--- config.mk ---
export PLATFORM = sky130hd
export DESIGN_NAME = secuencia_lectura
export DESIGN_NICKNAME = d
export VERILOG_FILES = /design/src/rtl/secuencia_lectura.sv
export SDC_FILE = /design/constraint.sdc
export NUM_CORES = 1
export LEC_CHECK = 0
export ABC_AREA = 1
export BUFFER_PORTS_ARGS = -buffer_cell sky130_fd_sc_hd__buf_2
export CORE_MARGIN = 5
export CORE_UTILIZATION = 35
export DETAILED_ROUTE_END_ITERATION = 12
export PLACE_DENSITY_LB_ADDON = 0.1
export REMOVE_ABC_BUFFERS = 1
export SYNTH_ARGS = -nofsm -noshare
export SYNTH_HDL_FRONTEND = slang
export SYNTH_SLANG_ARGS = --single-unit
--- constraint.sdc ---
create_clock -name clk -period 2.3 [get_ports clk]
set_input_delay 0.46 -clock clk [delete_from_list [all_inputs] [get_ports clk]]
set_output_delay 0.46 -clock clk [all_outputs]
set_load 0.005 [all_outputs]
--- src/rtl/secuencia_lectura.sv ---
// Read-cycle sequencer for the multiplexed address/data bus of the external RTC.
// Runs one bus read per accepted start: address, turnaround, data, and hold
// phases. It then returns the captured byte together with a one-cycle done pulse.
//
// state  | meaning
// -------+-------------------------------------------------------------
// S_IDLE | strobes inactive, bus released, waiting for start
// S_ADDR | cs_n/wr_n/ad_n low, latched address driven onto the bus
// S_GAP  | all strobes high, bus released for turnaround
// S_READ | cs_n/rd_n low, chip drives data; sampled on the last cycle
// S_HOLD | all strobes high, recovery before reporting completion
module secuencia_lectura #(
   parameter int T_ADDR = 20,
   parameter int T_GAP  = 10,
   parameter int T_RD   = 20,
   parameter int T_HOLD = 10,
   parameter int CW     = 9
) (
   input  logic       clk,
   input  logic       reset,
   input  logic       start,
   input  logic [7:0] addr,
   input  logic [7:0] ad_in,
   output logic [7:0] ad_out,
   output logic       ad_oe,
   output logic       cs_n,
   output logic       rd_n,
   output logic       wr_n,
   output logic       ad_n,
   output logic [7:0] dato,
   output logic       busy,
   output logic       fin_rd
);

   typedef enum logic [2:0] {
      S_IDLE,
      S_ADDR,
      S_GAP,
      S_READ,
      S_HOLD
   } state_t;

   // Terminal counts: a phase ends on the edge where the counter reaches T-1.
   localparam logic [CW-1:0] LAST_ADDR = CW'(T_ADDR - 1);
   localparam logic [CW-1:0] LAST_GAP  = CW'(T_GAP - 1);
   localparam logic [CW-1:0] LAST_RD   = CW'(T_RD - 1);
   localparam logic [CW-1:0] LAST_HOLD = CW'(T_HOLD - 1);

   state_t        state;
   logic [CW-1:0] cnt;

   // Sequencer FSM. Each output is loaded with the value for the state being
   // entered, so the pins change on the same edge as the state register.
   always_ff @(posedge clk or posedge reset) begin
      if (reset) begin
         state  <= S_IDLE;
         cnt    <= '0;
         cs_n   <= 1'b1;
         rd_n   <= 1'b1;
         wr_n   <= 1'b1;
         ad_n   <= 1'b1;
         ad_oe  <= 1'b0;
         ad_out <= 8'h00;
         dato   <= 8'h00;
         busy   <= 1'b0;
         fin_rd <= 1'b0;
      end else begin
         fin_rd <= 1'b0;
         cnt    <= cnt + 1'b1;
         case (state)
            S_IDLE: begin
               cnt <= '0;
               if (start) begin
                  state  <= S_ADDR;
                  ad_out <= addr;
                  cs_n   <= 1'b0;
                  wr_n   <= 1'b0;
                  ad_n   <= 1'b0;
                  ad_oe  <= 1'b1;
                  busy   <= 1'b1;
               end
            end
            S_ADDR: begin
               if (cnt == LAST_ADDR) begin
                  state <= S_GAP;
                  cnt   <= '0;
                  cs_n  <= 1'b1;
                  wr_n  <= 1'b1;
                  ad_n  <= 1'b1;
                  ad_oe <= 1'b0;
               end
            end
            S_GAP: begin
               if (cnt == LAST_GAP) begin
                  state <= S_READ;
                  cnt   <= '0;
                  cs_n  <= 1'b0;
                  rd_n  <= 1'b0;
               end
            end
            S_READ: begin
               if (cnt == LAST_RD) begin
                  state <= S_HOLD;
                  cnt   <= '0;
                  cs_n  <= 1'b1;
                  rd_n  <= 1'b1;
                  dato  <= ad_in;
               end
            end
            S_HOLD: begin
               if (cnt == LAST_HOLD) begin
                  state  <= S_IDLE;
                  cnt    <= '0;
                  busy   <= 1'b0;
                  fin_rd <= 1'b1;
               end
            end
            default: begin
               state <= S_IDLE;
               cnt   <= '0;
               cs_n  <= 1'b1;
               rd_n  <= 1'b1;
               wr_n  <= 1'b1;
               ad_n  <= 1'b1;
               ad_oe <= 1'b0;
               busy  <= 1'b0;
            end
         endcase
      end
   end

endmodule

==> out/qor.csv <==
metric;value;unit
synth.largest_area_cell;sky130_fd_sc_hd__dfrtp_1;
via_count_of_the_first_global_routing_pass;1336;
flip_flop_and_latch_count_after_synthesis;34;
grt_util_all_layers;11.90;%
dominant_combinational_cell_family_by_area_after_synthesis;simple AND/OR/NAND/NOR gates;
critPathRequiredTime;2.47;ns
finish.utilization;44.53;%
yosys.cell_count.top_type;sky130_fd_sc_hd__nand2_1;
finalCriticalPeriod;1.695;ns
postRouteWirelength;3377;um
die_width;77.99;um
worst-slew-pin-transition;0.4159;ns
grt_pass1_wl;5906;um
max-vdd-ir-drop;0.3639;mV
synth_top_area_share;47.95;%
run_status;completed;
final.setup_skew;0.004904;ns
cp-start-kind;flop;
cts.sinks;34;
grt_setup_unrepaired;false;
postCtsSetupBuffers;0;
grt_start_max_net_pins;35;
cts_max_level;2;
post_synth_mux_area_share;0;%
floorplan.io_pins;42;
grt_antenna_before_repair;0;
yosysUniqueCellTypes;20;
post-route-drc-count;0;
area_fraction_in_compound_gates_after_synthesis;6.419;%
drt-wirelength-per-cell;11.15;um
layout_worst_path_cycle_share;73.69;%
insertion_delay;0.28;ns
placementRows;24;
drt_iter0_markers;82;
rel_slew_slack;72.27;%
drt_pre_antenna_iters;4;
syn_avg_cell_area;7.892;um2
synth.yosys.warnings;0;
drtAntennaViolNets;0;
antennaDiodeCount;0;
final_net_count;271;
tritoncts;yes;
fp.dieH;77.99;um
dp_hpwl;2575;um
cts.repair.resized;0;
cts_hold_buffers;0;
post_synth_xor_area_fraction;0;%
port-buffer-count;41;
setup_total_negative_slack;0;ns
synthesis.area;0.001618;mm2
worst_ep_arrival_time;1.86;ns
synthesis.instances;205;
clock_tree.buffer_depth;2;
worstHoldPathType;primary input to asynchronous set/reset pin;
end_kind;flop;
seq_area_frac_synth;52.82;%
die-area;0.006082;mm2
root_buffer;sky130_fd_sc_hd__clkbuf_8;
detailroute.via_count;1364;
ys_async_sr_fraction;100.0;%
clk_slew_on_worst_s_h_paths;0.07;ns
powerDensity;1077;mW/mm2
total_clock_buffers_created_by_cts;5;
post_synth_and_or_nand_nor_area_fraction;31.63;%
finalHoldViolCount;0;
crit_path_max_fanout;11;
synth-adder-area-share;1.547;%
post_synth_edffs;0;
worst-setup-path-type;flop to flop;
core_area;0.004414;mm2
slew_violations;0;
total_leakage_power;1.009;nW
drive_above_1_share;25.10;%
grt_overflow;0;
finalSetupViolations;0;
hold-worst-slack;0.2501;ns
timing.max_cap.violations;0;
syn_to_final_growth;21.50;%
routed_via_density;4.502;
max_freq;590.0;MHz
yosys-top-cells-area;sky130_fd_sc_hd__dfrtp_1 48%, sky130_fd_sc_hd__nand2_1 16%, sky130_fd_sc_hd__nand3_1 6.5%, sky130_fd_sc_hd__inv_1 5.1%, sky130_fd_sc_hd__dfstp_2 4.9%;
rd_place_congestion;0.7995;
floorplan.initialDensity;36.65;%
synth-main-ff-cell;sky130_fd_sc_hd__dfrtp_1;
synth.cells.most_frequent;71 x sky130_fd_sc_hd__nand2_1, 31 x sky130_fd_sc_hd__dfrtp_1, 22 x sky130_fd_sc_hd__inv_1, 21 x sky130_fd_sc_hd__nand3_1, 16 x sky130_fd_sc_hd__nor2_1;
placed cells by master (no fill, tap or decap), drive strengths merged:
cell,Yosys,final
a21oi,4,4
a31oi,1,1
buf,5,43
clkbuf,0,6
clkinv,0,1
clkinvlp,0,1
dfrtp,31,31
dfstp,3,3
ha,2,2
inv,24,24
nand2,73,73
nand3,21,21
nand4,5,5
nor2,20,20
o21ai,14,14
o31ai,1,1
or2,1,1
kinds of logic after synthesis:
group                    count (synthesis)
buffers and inverters                   29
adder cells (fa/ha/maj)                  2
flip-flops                              34
AO/OA/AOI/OAI                           20
AND/OR/NAND/NOR                        120
final timing paths:
path / start / endpoint / slack (ns) / cells past startpoint
max: cnt[0] / cnt[3] / 0.61 / 8
min: reset / ad_out[3] / 0.25 / 3
max reg2reg: cnt[0] / cnt[3] / 0.61 / 8
min reg2reg: rd_n / rd_n / 0.47 / 2
max in group asynchronous: reset / rd_n / 1.72 / 3
min in group clk: ad_in[7] / dato[7] / 0.37 / 3
stage by stage:
| stage | setup slack [ns] | cell area, um2 | total power, mW | std cells |
|---|---|---|---|---|
| floorplan | 0.8191 | 1585 | 1.406 | 200 |
| global placement | 0.6118 | 1871 | 1.681 | 295 |
| detailed placement | 0.5769 | 1871 | 1.691 | 295 |
| CTS | 0.5613 | 1966 | 2.152 | 303 |
| global route | 0.3673 | 1966 | 2.320 | 303 |
| finish | 0.6051 | 1966 | 2.116 | 303 |
worst max-delay path, stage by stage (launching register included):
cell	delay, ns
sky130_fd_sc_hd__dfrtp_1	0.39
sky130_fd_sc_hd__ha_1	0.22
sky130_fd_sc_hd__nand2_1	0.06
sky130_fd_sc_hd__nor2_1	0.12
sky130_fd_sc_hd__nand2_2	0.14
sky130_fd_sc_hd__nand2_1	0.29
sky130_fd_sc_hd__nand2_1	0.16
sky130_fd_sc_hd__inv_2	0.15
sky130_fd_sc_hd__nor2_1	0.06
layout make-up:
cell class | instances | area, um2
fillers | 450 | 2449
flip-flops and latches | 34 | 854.6
multi-input cells | 142 | 640.6
repair buffers | 43 | 220.2
inverters | 24 | 90.09
clock buffers | 6 | 82.58
well taps | 52 | 65.06
clock inverters | 2 | 12.51
routing by layer:
| layer | vias to the layer above | wire [um] | global-route usage [%] | part of all wire, % |
|---|---|---|---|---|
| met5 | - | 0 | 0 | 0 |
| met4 | 0 | 53 | 4.561 | 1.6 |
| met3 | 7 | 196 | 3.935 | 5.8 |
| met2 | 32 | 1406 | 17.20 | 42 |
| met1 | 591 | 1720 | 16.49 | 51 |
| li1 | 734 | - | - | - |
power breakdown:
part	total [mW]	switching [mW]	internal, mW
logic	0.764	0.468	0.295
registers	0.904	0.118	0.786
clock network	0.449	0.209	0.240
state kept, by name, indices dropped and copies added, names as in the netlist:
register and count:
state 3, ad_oe 1, cnt 9, cs_n 1
ad_out 8, ad_n 1, dato 8, busy 1
rd_n 1, fin_rd 1
(Power assumes the default switching activity.)
